**config.mk**
```make
export PLATFORM = sky130hd
export DESIGN_NAME = fifo_write_arbiter_flat
export DESIGN_NICKNAME = d
export VERILOG_FILES = /design/src/rtl/fifo_write_arbiter_pkg.sv /design/src/rtl/fifo_write_arbiter_if.sv /design/src/rtl/fifo_write_arbiter_rr_pick.sv /design/src/rtl/fifo_write_arbiter.sv /design/src/flat_wrapper.sv
export SDC_FILE = /design/constraint.sdc
export NUM_CORES = 1
export LEC_CHECK = 0
export ABC_AREA = 1
export BUFFER_PORTS_ARGS = -buffer_cell sky130_fd_sc_hd__buf_2
export CAP_MARGIN = 15
export CORE_MARGIN = 4
export CORE_UTILIZATION = 45
export CTS_CLUSTER_SIZE = 12
export DETAILED_ROUTE_END_ITERATION = 10
export HOLD_SLACK_MARGIN = 0.02
export PLACE_DENSITY_LB_ADDON = 0.08
export SYNTH_ARGS = -nofsm -noshare
export SYNTH_HDL_FRONTEND = slang
export SYNTH_SLANG_ARGS = --single-unit
```
**constraint.sdc**
```tcl
create_clock -name clk -period 2.3 [get_ports clk]
set_clock_uncertainty 0.05 [all_clocks]
set_input_delay 0.46 -clock clk [delete_from_list [all_inputs] [get_ports clk]]
set_output_delay 0.46 -clock clk [all_outputs]
set_load 0.02 [all_outputs]
```
**src/rtl/fifo_write_arbiter_pkg.sv**
```systemverilog
// Shared types and width helpers for the FIFO write arbiter.
package fifo_arb_pkg;

  typedef enum logic [1:0] {S_IDLE, S_BURST, S_STALL} arb_state_t;

  // Index width for a range of n values, never narrower than one bit.
  function automatic int unsigned idx_width(input int unsigned n);
    return (n > 1) ? $clog2(n) : 1;
  endfunction

endpackage

```
**src/rtl/fifo_write_arbiter_if.sv**
```systemverilog
// Requester/FIFO-facing signal bundle of the write arbiter.
interface fifo_write_arbiter_if #(
  parameter int unsigned N_REQ      = 4,
  parameter int unsigned DATA_WIDTH = 8
) ();

  logic [N_REQ-1:0]            req;
  logic [N_REQ-1:0]            last;
  logic [N_REQ*DATA_WIDTH-1:0] wdata;
  logic                        fifo_full;
  logic [N_REQ-1:0]            gnt;
  logic                        fifo_write;
  logic [DATA_WIDTH-1:0]       fifo_wdata;
  logic                        busy;
  logic                        stalled;

  modport master (
    output req, last, wdata, fifo_full,
    input  gnt, fifo_write, fifo_wdata, busy, stalled
  );

  modport slave (
    input  req, last, wdata, fifo_full,
    output gnt, fifo_write, fifo_wdata, busy, stalled
  );

endinterface

```
**src/rtl/fifo_write_arbiter_rr_pick.sv**
```systemverilog
// Round-robin picker: first set request at or above ptr, wrapping modulo N_REQ.
module rr_pick
  import fifo_arb_pkg::*;
#(
  parameter int unsigned N_REQ = 4
) (
  input  logic [N_REQ-1:0]                  req,
  input  logic [idx_width(N_REQ)-1:0]       ptr,
  output logic                              found,
  output logic [idx_width(N_REQ)-1:0]       idx
);

  localparam int unsigned PW = idx_width(N_REQ);

  always_comb begin
    int unsigned j;
    found = 1'b0;
    idx   = '0;
    j     = 0;
    for (int unsigned k = 0; k < N_REQ; k++) begin
      j = (32'(ptr) + k) % N_REQ;
      if (!found && req[j]) begin
        found = 1'b1;
        idx   = PW'(j);
      end
    end
  end

endmodule

```
**src/rtl/fifo_write_arbiter.sv**
```systemverilog
// Round-robin FIFO write-port arbiter with capped, lockable multi-beat bursts.
module fifo_write_arbiter
  import fifo_arb_pkg::*;
#(
  parameter int unsigned N_REQ      = 4,
  parameter int unsigned DATA_WIDTH = 8,
  parameter int unsigned MAX_BURST  = 8
) (
  input logic                 clk,
  input logic                 reset,
  fifo_write_arbiter_if.slave bus
);

  localparam int unsigned PW = idx_width(N_REQ);
  localparam int unsigned CW = idx_width(MAX_BURST + 1);

  arb_state_t      state, state_d;
  logic [PW-1:0]   owner, owner_d;
  logic [PW-1:0]   ptr, ptr_d;
  logic [CW-1:0]   beat_cnt, beat_cnt_d;

  logic            pick_found;
  logic [PW-1:0]   pick_idx;
  logic [CW-1:0]   cnt_inc;
  logic [N_REQ-1:0] gnt_c;
  logic [DATA_WIDTH-1:0] wdata_c;

  rr_pick #(.N_REQ(N_REQ)) u_pick (
    .req   (bus.req),
    .ptr   (ptr),
    .found (pick_found),
    .idx   (pick_idx)
  );

  assign cnt_inc = beat_cnt + CW'(1);

  function automatic logic [PW-1:0] next_idx(input logic [PW-1:0] i);
    return (i == PW'(N_REQ - 1)) ? '0 : i + PW'(1);
  endfunction

  always_ff @(posedge clk or negedge reset) begin
    if (!reset) begin
      state    <= S_IDLE;
      owner    <= '0;
      ptr      <= '0;
      beat_cnt <= '0;
    end else begin
      state    <= state_d;
      owner    <= owner_d;
      ptr      <= ptr_d;
      beat_cnt <= beat_cnt_d;
    end
  end

  // Next state and zero-latency grant; grants are suppressed while reset is held.
  always_comb begin
    state_d    = state;
    owner_d    = owner;
    ptr_d      = ptr;
    beat_cnt_d = beat_cnt;
    gnt_c      = '0;
    unique case (state)
      S_IDLE: begin
        if (pick_found && !bus.fifo_full) begin
          gnt_c[pick_idx] = 1'b1;
          if (bus.last[pick_idx] || (MAX_BURST == 1)) begin
            ptr_d = next_idx(pick_idx);
          end else begin
            state_d    = S_BURST;
            owner_d    = pick_idx;
            beat_cnt_d = CW'(1);
          end
        end
      end
      S_BURST: begin
        if (bus.fifo_full) begin
          state_d = S_STALL;
        end else if (bus.req[owner]) begin
          gnt_c[owner] = 1'b1;
          if (bus.last[owner] || (cnt_inc == CW'(MAX_BURST))) begin
            state_d    = S_IDLE;
            ptr_d      = next_idx(owner);
            beat_cnt_d = '0;
          end else begin
            beat_cnt_d = cnt_inc;
          end
        end
      end
      S_STALL: begin
        if (!bus.fifo_full) state_d = S_BURST;
      end
      default: state_d = S_IDLE;
    endcase
    if (!reset) gnt_c = '0;
  end

  // One-hot grant selects the write word.
  always_comb begin
    wdata_c = '0;
    for (int unsigned i = 0; i < N_REQ; i++) begin
      if (gnt_c[i]) wdata_c = wdata_c | bus.wdata[i*DATA_WIDTH +: DATA_WIDTH];
    end
  end

  assign bus.gnt        = gnt_c;
  assign bus.fifo_write = |gnt_c;
  assign bus.fifo_wdata = wdata_c;
  assign bus.busy       = (state != S_IDLE);
  assign bus.stalled    = (state == S_STALL);

endmodule
```
**src/flat_wrapper.sv**
```systemverilog
// flat-port wrapper written by rule: the top's interface ports become plain ports
module fifo_write_arbiter_flat import fifo_arb_pkg::*;
#(
  parameter int unsigned N_REQ      = 4,
  parameter int unsigned DATA_WIDTH = 8,
  parameter int unsigned MAX_BURST  = 8
)
  (clk, reset, bus_req, bus_last, bus_wdata, bus_fifo_full, bus_gnt, bus_fifo_write, bus_fifo_wdata, bus_busy, bus_stalled);
  fifo_write_arbiter_if #(.N_REQ(N_REQ), .DATA_WIDTH(DATA_WIDTH)) bus_i ();
  input logic clk;
  input logic reset;
  input wire logic [$bits(bus_i.req)-1:0] bus_req;
  input wire logic [$bits(bus_i.last)-1:0] bus_last;
  input wire logic [$bits(bus_i.wdata)-1:0] bus_wdata;
  input wire logic [$bits(bus_i.fifo_full)-1:0] bus_fifo_full;
  output wire logic [$bits(bus_i.gnt)-1:0] bus_gnt;
  output wire logic [$bits(bus_i.fifo_write)-1:0] bus_fifo_write;
  output wire logic [$bits(bus_i.fifo_wdata)-1:0] bus_fifo_wdata;
  output wire logic [$bits(bus_i.busy)-1:0] bus_busy;
  output wire logic [$bits(bus_i.stalled)-1:0] bus_stalled;
  assign bus_i.req = bus_req;
  assign bus_i.last = bus_last;
  assign bus_i.wdata = bus_wdata;
  assign bus_i.fifo_full = bus_fifo_full;
  assign bus_gnt = bus_i.gnt;
  assign bus_fifo_write = bus_i.fifo_write;
  assign bus_fifo_wdata = bus_i.fifo_wdata;
  assign bus_busy = bus_i.busy;
  assign bus_stalled = bus_i.stalled;
  fifo_write_arbiter #(.N_REQ(N_REQ), .DATA_WIDTH(DATA_WIDTH), .MAX_BURST(MAX_BURST)) u_core (.clk(clk), .reset(reset), .bus(bus_i));
endmodule
```
# Yosys cells after proc, flatten, opt, wreduce, memory -nomap -nowiden
# Cells that the tools add are included.
[totals]
register_bits = 10
inputBits = 43
out_inout_bits = 15
wordCells = 111
[op_classes]
add_sub_neg = 6
magnitude_cmp = 8
n_eq_ne = 14
muxes = 56
n_bitwise = 4
reduce_logical = 19
[ops]
columns = ["operator", "count"]
rows = [
  ["$mux W4", 9],
  ["$mux W2", 17],
  ["$mux W8", 4],
  ["$or A8 B8 Y8", 3],
  ["$lt A2 B3 Y1 const B", 6],
  ["$pmux W4 S2", 2],
  ["$bmux W1 S2", 7],
  ["$mux W1", 13],
  ["$reduce_and A5 Y1", 2],
  ["$ne A2 B1 Y1 const B", 4],
  ["$add A2 B1 Y2 const B", 3],
  ["$eq A2 B2 Y1 const B", 3],
  ["$logic_and A1 B1 Y1", 6],
  ["$ne A2 B2 Y1 const B", 3],
  ["$ne A3 B2 Y1 const B", 2],
  ["$pmux W2 S3", 1],
  ["$reduce_and A6 Y1", 1],
  ["$add A2 B2 Y2 const B", 2],
  ["$add A4 B1 Y4 const B", 1],
  ["$demux W1 S2", 2],
  ["$eq A4 B4 Y1 const B", 1],
  ["$ge A2 B1 Y1 const B", 2],
  ["$logic_not A1 Y1", 4],
  ["$pmux W2 S2", 1],
  ["other kinds (7)", 8],
]

# Longest topological paths before layout
# Gate-level depths: netlist of run 1.
[logic_depth]
depth_word = 26
depth_mapped = 17
depth_no_buf = 17

# Modules after synthesis
# A second synthesis of run 1 with hierarchy kept.
[unflattened]
hier_cells = 276
hier_area_um2 = 1575.3
[modules_own_cells]
columns = ["module", "instances", "cells_each", "area_each_um2", "seq_area_each_um2"]
rows = [
  ["fifo_write_arbiter", 1, 217, 1256.2, 250.2],
  ["rr_pick", 1, 59, 319.1, 0.0],
]

# Worst setup path after synthesis of run 1
# No wires, ideal clock.
[synth_path]
kind = "register to output"
from = "register u_core.ptr[0]"
to = "output bus_fifo_wdata[6]"
t_arrival_ns = 2.076
t_required_ns = 1.790
slack_ns = -0.286
stages_incl_launch_ff = 18
path_buffers = 1
path_cell_list = "dfrtp_1 > buf_4 > nand2_1 > nand2_2 > nand2_2 > nand2_4 > nor2_8 > nand3_1 > nand3_2 > nand2_4 > inv_2 > ha_1 > nand2_1 > o21ai_1 > nand2_1 > inv_2 > nand2_1 > nand4_1"
[synth_between]
elab_cells_between_ends = 41
cone_classes = "add/sub: 3; order compare: 2; mux: 25; bitwise: 3; reduce/logical: 8"
[synth_rtl]
columns = ["item", "line", "text"]
rows = [
  ["from (decl)", "fifo_write_arbiter.sv:19", "logic [PW-1:0] ptr, ptr_d;"],
  ["from (signal assigned)", "fifo_write_arbiter.sv:50", "ptr <= ptr_d;"],
  ["branches (longest 11 deep; another with $add A2 B1 Y2)", "n/a", ""],
  ["$mux W2 *", "fifo_write_arbiter_rr_pick.sv:22", "if (!found && req[j]) begin"],
  ["via u_core.pick_idx[1]", "fifo_write_arbiter.sv:23", "logic [PW-1:0] pick_idx;"],
  ["$lt A2 B3 Y1 (implied by the code) or $ge A2 B1 Y1 (tied branches)", "fifo_write_arbiter.sv:65", "gnt_c[pick_idx] = 1'b1;"],
  ["$logic_and A1 B1 Y1 (implied by the code)", "fifo_write_arbiter.sv:65", ""],
  ["$mux W1 (implied by the code)", "fifo_write_arbiter.sv:65", ""],
  ["$demux W1 S2 *", "n/a", ""],
  ["$mux W4 *", "fifo_write_arbiter.sv:64", "if (pick_found && !bus.fifo_full) begin"],
  ["$pmux W4 S2 *", "fifo_write_arbiter.sv:62", "unique case (state)"],
  ["$mux W4 *", "fifo_write_arbiter.sv:94", "if (!reset) gnt_c = '0;"],
  ["via bus_gnt[2]", "flat_wrapper.sv:16", "output wire logic [$bits(bus_i.gnt)-1:0] bus_gnt;"],
  ["$mux W8 *", "fifo_write_arbiter.sv:101", "if (gnt_c[i]) wdata_c = wdata_c | bus.wdata[i*DATA_WIDTH +: DATA_WIDTH];"],
  ["$or A8 B8 Y8", "fifo_write_arbiter.sv:101", ""],
  ["$mux W8 *", "fifo_write_arbiter.sv:101", ""],
  ["to (decl)", "flat_wrapper.sv:18", "output wire logic [$bits(bus_i.fifo_wdata)-1:0] bus_fifo_wdata;"],
]
# Mark *: on every way through the listed nets, which the timed path passes. The select of a mux whose other input is x is not followed.

# Worst setup path after layout of run 1
[layout_path]
from = "register u_core.ptr[0]"
to = "output bus_fifo_wdata[3]"
[layout_between]
elab_chain_len = 26
elab_cells_between_ends = 41
cone_classes = "add/sub: 3; order compare: 2; mux: 25; bitwise: 3; reduce/logical: 8"
[layout_rtl]
columns = ["item", "line"]
rows = [
  ["branches (longest 11 deep; another with $add A2 B1 Y2)", "n/a"],
  ["$mux W2 *", "fifo_write_arbiter_rr_pick.sv:22"],
  ["via u_core.pick_idx[1]", "fifo_write_arbiter.sv:23"],
  ["$lt A2 B3 Y1 (implied by the code) or $ge A2 B1 Y1 (tied branches)", "fifo_write_arbiter.sv:65"],
  ["$logic_and A1 B1 Y1 (implied by the code)", "fifo_write_arbiter.sv:65"],
  ["$mux W1 (implied by the code)", "fifo_write_arbiter.sv:65"],
  ["$demux W1 S2 *", "n/a"],
  ["$mux W4 *", "fifo_write_arbiter.sv:64"],
  ["$pmux W4 S2 *", "fifo_write_arbiter.sv:62"],
  ["$mux W4 *", "fifo_write_arbiter.sv:94"],
  ["$mux W8", "fifo_write_arbiter.sv:101"],
  ["$or A8 B8 Y8", "fifo_write_arbiter.sv:101"],
  ["$mux W8", "fifo_write_arbiter.sv:101"],
  ["$or A8 B8 Y8", "fifo_write_arbiter.sv:101"],
  ["$mux W8", "fifo_write_arbiter.sv:101"],
  ["$or A8 B8 Y8", "fifo_write_arbiter.sv:101"],
  ["$mux W8 *", "fifo_write_arbiter.sv:101"],
]
# Marks and branches as above.

==> results of run 1 <==
registers in the layout, summed over array words and instances, names as in the netlist:
register,count
u_core.beat_cnt,4
u_core.owner,2
u_core.ptr,2
u_core.state,2
final cells by class:
class | instances | area (um^2) | share of cell area, %
well taps | 46 | 57.6 | 2.47
inverters | 31 | 129 | 5.54
clock buffers | 3 | 22.5 | 0.968
repair buffers | 92 | 607 | 26.1
multi-input cells | 198 | 1250 | 53.8
flip-flops and latches | 10 | 251 | 10.8
repair inverters | 1 | 7.51 | 0.323
per-stage QoR:
step	area, um^2	worst slack, ns
global route	2330	-0.794
CTS	2300	-0.639
global placement	2160	-0.362
finish	2330	-0.614
detailed placement	2160	-0.413
floorplan	1610	-0.165
report_power, final:
group,internal [uW],switching (uW)
logic,1210,1640
registers,248,92.0
clock network,59.9,51.0
how the worst min path moves through the flow:
stage	startpoint	end	slack, ns	depth (start not counted)
after floorplan	reset	u_core.beat_cnt[0]$_DFFE_PN0P_	0.11	0
after CTS	reset	u_core.beat_cnt[2]$_DFFE_PN0P_	0.30	2
final	reset	u_core.beat_cnt[2]$_DFFE_PN0P_	0.31	2
after global routing	reset	u_core.owner[0]$_DFFE_PN0P_	0.33	2
after detailed placement	u_core.beat_cnt[3]$_DFFE_PN0P_	u_core.beat_cnt[3]$_DFFE_PN0P_	0.45	2
after global placement	u_core.beat_cnt[3]$_DFFE_PN0P_	u_core.beat_cnt[3]$_DFFE_PN0P_	0.44	2
metal layers:
layer  wire length (um)  track usage (%)  part of all wire [%]  up-vias
met5                  0                0                     0        -
met4                 41             6.08                  0.91        0
met3                303             1.69                   6.7        6
met2               2130             34.4                    47       59
met1               2050             28.0                    45      822
li1                   -                -                     -      982
synthesized netlist by cell type (2+ instances only):
cell type / number
a21oi_1: 4
clkbuf_1: 2
dfrtp_1: 10
ha_1: 10
inv_1: 24
inv_2: 7
nand2_1: 75
nand2_2: 15
nand2_4: 7
nand3_1: 32
nand3_2: 9
nand3_4: 3
nand4_1: 12
nor2_1: 10
nor2_8: 2
o21ai_0: 7
o21ai_1: 4
o22ai_1: 2
xnor2_1: 2
timing repair:
item,in CTS,in global routing
cloned,1,0
setup endpoints to repair,13,18
buffers inserted,1,2
gates resized for setup,29,5
pin swaps,10,1
kinds of logic (layout without fill, tap and decap cells):
kind of cell,after synthesis,count (layout)
compound gates,19,19
xor+xnor,2,2
fa+ha+maj,10,10
buf+inv,35,127
flops,10,10
simple gates,167,167
==> impl_metrics.ini, run 1 <==
[sta]
rsz0062_at_grt = true
tightest_slew_ns = 0.284
finalCriticalPeriod_ns = 2.91
hold_violations = 0
whs_ns = 0.311
slew_headroom_pct = 81.0
tns_ns = -7.30
setup_slack_ns = -0.614
fmax_mhz = 343
min_period_over_period_pct = 127
setup_violations = 13
slew_violations = 0

[synth]
synth_ff_type = dfrtp_1
yosys.area_share.simple_pct = 59.5
async_flop_share_pct = 100
ys_seq_elements = 10
yosysTopAreaCellShare_pct = 18.0
yosysSeqAreaShare_pct = 16.0
synth_top_area_cell = nand2_1
ys_types = 25
syn-num-nets = 296
synth_edf_count = 0
synth_area_um2 = 1560
synth_compound_area_share_pct = 6.65
syn_area_per_cell_um2 = 6.43
synth_xor_area_share_pct = 1.12
ys_top_cells_by_area = nand2_1, dfrtp_1, nand3_1
synth_top_family_by_area = simple AND/OR/NAND/NOR gates
yosysWarnings = 0
netlist_instances = 243
synth_adder_area_share_pct = 8.01
synth.area.mux_share_pct = 0

[worst_setup_path]
crit_fanout = 5
required_ns = 1.79
endpoint = bus_fifo_wdata[3]
r2r-end = u_core.beat_cnt[1]$_DFFE_PN0P_
ff2ff_path_depth = 17
critical_path_class = flop to primary output
cp.depth = 18
crit_start = u_core.ptr[0]$_DFFE_PN0P_
cp.arrival_ns = 2.40
r2r_setup_slack_ns = 0.13
slowest_stage = dfrtp_2
critPathBufInv = 4
crit_path_end_kind = primary output
r2r-start = u_core.ptr[0]$_DFFE_PN0P_
crit_path_cell_trace = buf_6 -> nand2_2 -> nand2_4 -> nand2_2 -> nand2_4 -> nor2_8 -> nand3_2 -> nand3_2 -> nand2_4 -> inv_4 -> ha_4 -> nand2_1 -> o21ai_1 -> nand2_2 -> inv_4 -> nand2_1 -> nand4_1 -> buf_4
critical_path.max_stage_delay_ns = 0.46
path_delay_family = simple AND/OR/NAND/NOR gates
crit_path_start_kind = flop

[placed_design]
gp_congestion = 0.842
dp.cells = 374
io_buffers = 57
hpwl_mm = 3.72

[die]
die-area_um2 = 4480
start_util_pct = 46.8
core_area_um2 = 3340
rows = 21
die_w_um = 66.9
die_h_um = 66.9
io_pins = 58

[finish]
final_cell_mix = nand2_1, buf_2, buf_4
drive_gt1_share_pct = 46.9
antenna-diode-count = 0
utilization_pct = 69.7
nets = 390
syn2layout_area_growth_pct = 49.0
fin_cells = 381
nFillCells = 320
mostFrequentLayoutCell = nand2_1

[clocking]
clk_latency_ns = 0.26
path_clk_slew_ns = 0.06
cts_max_path_buffers = 2
htreeDepth = 1
cts-root-buf = clkbuf_4
cts_buffers = 3
cts_sinks = 10
cts-hold-fix-buffers = 0
cts_tree = built

[global_routing]
grt_first_pass_wirelength_mm = 7.28
grt.total_usage_pct = 20.6
grt.overflow.total = 0
grt_start_max_net_pins = 14
antenna_found_initial = 0
grt_pass1_vias = 1686

[pwr]
p_leak_uw = 0.00127
ir_drop_mv = 0.706
power.total_uw = 3300
cellPowerDensity_nw_per_um2 = 1420

[route]
ant_nets = 0
vias_per_cell = 4.91
drt_pass1_iterations = 4
vias = 1869
drc = 0
wl_per_cell_um = 11.9
drt-initial-drc-count = 78
wl_mm = 4.53

[min_path]
min_path_type = primary input to async pin

[status]
violations = negative setup slack
outcome = finished with violations

[run]
max_cap_viol_count = 0
(Power assumes the default switching activity.)
==> run 2: changes to the inputs <==
--- a/config.mk
+++ b/config.mk
@@ -8,12 +8,12 @@
 export ABC_AREA = 1
 export BUFFER_PORTS_ARGS = -buffer_cell sky130_fd_sc_hd__buf_2
 export CAP_MARGIN = 15
-export CORE_MARGIN = 4
 export CORE_UTILIZATION = 45
 export CTS_CLUSTER_SIZE = 12
 export DETAILED_ROUTE_END_ITERATION = 10
 export HOLD_SLACK_MARGIN = 0.02
 export PLACE_DENSITY_LB_ADDON = 0.08
+export RECOVER_POWER = 50
 export SYNTH_ARGS = -nofsm -noshare
 export SYNTH_HDL_FRONTEND = slang
 export SYNTH_SLANG_ARGS = --single-unit
==> run 2 against run 1 <==
The run still ends with negative setup slack left. First-iteration DRC count rose by 24%. Sequential share of layout area grew 0.14 points. Fmax rose by 0.38%.
==> impl_metrics.ini, run 2 (synthesis gave the netlist of run 1 again) <==
[status]
outcome = finished with violations
violations = negative setup slack

[pwr]
power.total_uw = 3280
ir_drop_mv = 0.689
cellPowerDensity_nw_per_um2 = 1430
p_leak_uw = 0.00126

[sta]
rsz0062_at_grt = true
whs_ns = 0.406
min_period_over_period_pct = 126
finalCriticalPeriod_ns = 2.90
slew_headroom_pct = 74.0
slew_violations = 0
tightest_slew_ns = 0.389
hold_violations = 0
setup_violations = 13
fmax_mhz = 344
setup_slack_ns = -0.603
tns_ns = -7.19

[worst_setup_path]
r2r_setup_slack_ns = 0.16
cp.arrival_ns = 2.39
crit_path_start_kind = flop
crit_path_cell_trace = buf_12 -> nand2_2 -> nand2_4 -> nand2_4 -> nand2_4 -> nor2_8 -> nand3_2 -> nand3_2 -> nand2_4 -> buf_12 -> ha_2 -> nand2_1 -> nand2_2 -> nand2_4 -> inv_4 -> nand2_1 -> nand4_1 -> buf_4
critical_path.max_stage_delay_ns = 0.45
crit_fanout = 9
critical_path_class = flop to primary output
required_ns = 1.79
crit_path_end_kind = primary output
slowest_stage = dfrtp_2
cpMostUsedCell = nand2_4

[clocking]
htreeDepth = 1
clk_latency_ns = 0.26
cts-hold-fix-buffers = 0
cts_max_path_buffers = 2
cts_buffers = 3
cts_sinks = 10
cts_tree = built
cts-root-buf = clkbuf_4
path_clk_slew_ns = 0.06

[global_routing]
grt.total_usage_pct = 23.3
grt.overflow.total = 0
grt_start_max_net_pins = 21
grt_pass1_vias = 1479
grt_first_pass_wirelength_mm = 6.46
antenna_found_initial = 0

[route]
vias_per_cell = 4.91
drt_pass1_iterations = 4
ant_nets = 0
drc = 0
wl_met1_mm = 2.12
highest_layer = met4
vias = 1845
wl_met2_mm = 1.89
wl_mm = 4.24
wl_per_cell_um = 11.3
dr_wl_met3_um = 190
drt-initial-drc-count = 97

[finish]
final_cell_mix = nand2_1, buf_2, buf_4
nFillCells = 317
largest_reg_flops = 4
antenna-diode-count = 0
utilization_pct = 68.8
mostFrequentLayoutCell = nand2_1
syn2layout_area_growth_pct = 47.0
fin_cells = 376
top_register = u_core.beat_cnt
nets = 384
drive_gt1_share_pct = 45.8

[placed_design]
hpwl_mm = 3.38
io_buffers = 57
gp_congestion = 0.848
dp.cells = 370

[die]
io_pins = 58
die-area_um2 = 3710
die_h_um = 60.9
core_area_um2 = 3340
rows = 21
start_util_pct = 46.8
die_w_um = 60.9

[min_path]
min_path_type = primary input to async pin

[run]
max_cap_viol_count = 0
## run 2: through the flow
step | setup slack (ns) | cell area, um^2
2_1_floorplan | -0.165 | 1610
3_3_place_gp | -0.389 | 2160
3_5_place_dp | -0.416 | 2160
4_1_cts | -0.622 | 2240
5_1_grt | -0.762 | 2300
6_report | -0.603 | 2300
## run 2: final timing paths
check / cells past startpoint / from / to
min in group clk: 2 / u_core.beat_cnt[3]$_DFFE_PN0P_ / u_core.beat_cnt[3]$_DFFE_PN0P_
max in group asynchronous: 2 / reset / u_core.ptr[0]$_DFFE_PN0P_
worst max-delay path: 18 / u_core.ptr[0]$_DFFE_PN0P_ / bus_fifo_wdata[1]
worst max register to register: 13 / u_core.ptr[0]$_DFFE_PN0P_ / u_core.owner[1]$_DFFE_PN0P_
worst min register to register: 2 / u_core.beat_cnt[3]$_DFFE_PN0P_ / u_core.beat_cnt[3]$_DFFE_PN0P_
worst min-delay path: 2 / reset / u_core.beat_cnt[2]$_DFFE_PN0P_
## run 2: report_power, final
part / internal [uW] / leakage (uW) / total, uW / switching, uW
clock: 96.1 / 0.0000210 / 154 / 57.6
sequential: 248 / 0.000128 / 339 / 91.2
combinational: 1170 / 0.00111 / 2790 / 1610
## run 2: worst max-delay path, delay by kind of cell (launching register included)
kind,cells,cell delay (ns)
flops,1,0.45
buf+inv,4,0.51
fa+ha+maj,1,0.15
simple gates,13,1.01
## run 2: cell type report
type	instances	area (um^2)	share of cell area (%)
multi-input combinational	199	1250	54.4
inverter	31	131	5.72
timing repair buffer	86	569	24.8
tap	46	57.6	2.51
sequential	10	251	11.0
clock buffer	4	36.3	1.58
## run 2: metal layers
| metal | GRT usage, % | vias up |
|---|---|---|
| met5 | 0 | - |
| met4 | 7.14 | 0 |
| met3 | 2.13 | 4 |
| met2 | 35.9 | 38 |
| met1 | 34.3 | 829 |
| li1 | - | 974 |
## run 2: what timing repair did
item | 4_1_cts | 5_1_grt
gates resized for setup | 11 | 19
setup buffers | 1 | 0
setup endpoints to repair | 13 | 15
gates cloned | 1 | 0
pin swaps | 0 | 2
==> run 3: changes to the inputs <==
--- a/config.mk
+++ b/config.mk
@@ -6,14 +6,17 @@
 export NUM_CORES = 1
 export LEC_CHECK = 0
 export ABC_AREA = 1
+export ABC_CLOCK_PERIOD_IN_PS = 2300
 export BUFFER_PORTS_ARGS = -buffer_cell sky130_fd_sc_hd__buf_2
 export CAP_MARGIN = 15
 export CORE_UTILIZATION = 45
 export CTS_CLUSTER_SIZE = 12
 export DETAILED_ROUTE_END_ITERATION = 10
+export GPL_TIMING_DRIVEN = 0
 export HOLD_SLACK_MARGIN = 0.02
 export PLACE_DENSITY_LB_ADDON = 0.08
 export RECOVER_POWER = 50
+export SKIP_LAST_GASP = 1
 export SYNTH_ARGS = -nofsm -noshare
 export SYNTH_HDL_FRONTEND = slang
 export SYNTH_SLANG_ARGS = --single-unit
==> run 3 against run 2 <==
Critical endpoint is now bus_fifo_wdata[4]. The run still ends with negative setup slack left. Critical path type unchanged. Register-to-register slack worse by 0.08 ns. Count of clock-buffer cells in the layout decreased by 1. Highest routed layer unchanged. Sequential power is 3% lower. Combinational power is 6% higher. Non-clock buffer count increased by 2.
==> impl_metrics.ini, run 3 (synthesis gave the netlist of run 1 again) <==
[status]
outcome = finished with violations
violations = negative setup slack

[clocking]
cts_sinks = 10
cts_max_path_buffers = 2
cts_tree = built
clk_latency_ns = 0.26
path_clk_slew_ns = 0.06
cts-root-buf = clkbuf_4
cts_buffers = 3
htreeDepth = 1

[die]
die_w_um = 60.9
core_area_um2 = 3340
die_h_um = 60.9
io_pins = 58
rows = 21
start_util_pct = 46.8
die-area_um2 = 3710

[route]
ant_nets = 0
vias_per_cell = 4.98
drt_pass1_iterations = 4
wl_per_cell_um = 12.2
wl_mm = 4.60
drc = 0
drt-initial-drc-count = 65
vias = 1878

[min_path]
min_path_cells = 2
min_path_type = flop to flop
hp-start = u_core.beat_cnt[3]$_DFFE_PN0P_

[sta]
min_period_over_period_pct = 130
tns_ns = -7.77
rsz0062_at_grt = true
slew_headroom_pct = 68.3
slew_violations = 0
setup_slack_ns = -0.697
whs_ns = 0.450
setup_violations = 13
tightest_slew_ns = 0.474
hold_violations = 0
finalCriticalPeriod_ns = 3.00
fmax_mhz = 334

[worst_setup_path]
cpMostUsedCell = nand2_2
crit_path_cell_trace = buf_6 -> buf_6 -> nand2_2 -> nand2_2 -> nand2_1 -> nand2_1 -> nand2_2 -> nand2_2 -> nand2_2 -> nand3_4 -> ha_4 -> nand2_2 -> o21ai_2 -> nand2_2 -> clkinvlp_4 -> nand2_2 -> nand4_1 -> buf_6
critPathBufInv = 4
crit_start = u_core.ptr[0]$_DFFE_PN0P_
slowest_stage = dfrtp_1
r2r-start = u_core.ptr[0]$_DFFE_PN0P_
crit_path_end_kind = primary output
crit_fanout = 6
critical_path.max_stage_delay_ns = 0.40
path_delay_family = simple AND/OR/NAND/NOR gates
critical_path_class = flop to primary output
cp.arrival_ns = 2.49
ff2ff_path_depth = 18
required_ns = 1.79
cp.depth = 18
crit_path_start_kind = flop

[placed_design]
dp.cells = 346
io_buffers = 57
hpwl_mm = 3.13
gp_congestion = 0.838
place_ws_ns = -0.481

[finish]
final_cell_mix = nand2_1, buf_2, nand3_1
top_register = u_core.beat_cnt
mostFrequentLayoutCell = nand2_1
antenna-diode-count = 0
fin_cells = 377
regArea_um2 = 251
syn2layout_area_growth_pct = 49.7
multiInputGateArea_um2 = 1290
drive_gt1_share_pct = 48.6
nFillCells = 297
largest_reg_flops = 4
nets = 386

[run]
max_cap_viol_count = 0

[global_routing]
grt.overflow.total = 0
grt.total_usage_pct = 23.8
met2_usage_pct = 38.3
grt_pass1_vias = 1505
use_met1_pct = 34.1
grt_first_pass_wirelength_mm = 6.67
grt_start_max_net_pins = 11
grtUsageMet3_pct = 1.28
grt.busiest_layer = met2
antenna_found_initial = 0

[pwr]
p_leak_uw = 0.00126
cellPowerDensity_nw_per_um2 = 1460
ir_drop_mv = 0.793
[run 3: cell count changes in the layout (fill, tap and decap cells not counted), moves of 4 or more]
cell / change
buf_4: -7
buf_6: +5
buf_2: +4
nand2_1: -8
nand2_2: +10
[run 3: worst reg2reg max path: stages, from the launching register on]
cell and delay (ns):
dfrtp_1 0.40, buf_6 0.14, buf_6 0.13, nand2_2 0.06, nand2_2 0.07, nand2_1 0.07, nand2_1 0.06, nand2_2 0.08
nand2_2 0.06, nand2_2 0.08, nand3_4 0.13, buf_4 0.16, buf_4 0.13, nand2_1 0.08, nand3_2 0.10, nand3_2 0.11
nand2_1 0.07, nand2_1 0.06, nand2_1 0.05
[run 3: power breakdown]
part | leakage, uW | switching (uW) | internal [uW] | total, uW
registers | 0.000128 | 80.5 | 248 | 328
logic | 0.00111 | 1740 | 1220 | 2970
clock network | 0.0000138 | 55.7 | 60.3 | 116
[run 3: per-stage QoR]
| stage | utilization (%) | power (uW) | area, um^2 |
|---|---|---|---|
| floorplan | - | 2080 | 1610 |
| global placement | 58.4 | 2520 | 1950 |
| detailed placement | 58.4 | 2530 | 1950 |
| CTS | 65.0 | 3070 | 2170 |
| global route | 70.0 | 3700 | 2340 |
| finish | 70.0 | 3410 | 2340 |
[run 3: final timing paths]
path,slack (ns),to
worst max-delay path,-0.70,bus_fifo_wdata[4]
worst min-delay path,0.45,u_core.beat_cnt[3]$_DFFE_PN0P_
max in group asynchronous,1.18,u_core.ptr[1]$_DFFE_PN0P_
worst min register to register,0.45,u_core.beat_cnt[3]$_DFFE_PN0P_
min in group asynchronous,0.67,u_core.beat_cnt[0]$_DFFE_PN0P_
worst max register to register,0.08,u_core.ptr[0]$_DFFE_PN0P_
[run 3: cell type report]
cell class,count,area share (%)
timing repair inverter,1,0.321
clock buffer,3,0.964
tap,46,2.46
timing repair buffer,84,23.2
sequential,10,10.8
inverter,31,5.84
multi-input combinational,198,55.4
buffer,4,1.02
[run 3: per-layer routing]
| metal | vias up | wire [um] |
|---|---|---|
| met5 | - | 0 |
| met4 | 0 | 50 |
| met3 | 5 | 188 |
| met2 | 43 | 2200 |
| met1 | 855 | 2150 |
| li1 | 975 | - |
[run 3: repair_timing]
item	in CTS	in global routing
gates resized for setup	23	26
endpoints found under the hold margin	10	0
pin swaps	16	16
setup endpoints to repair	13	13
setup buffers	16	10
gates cloned	1	0
hold buffers	1	0
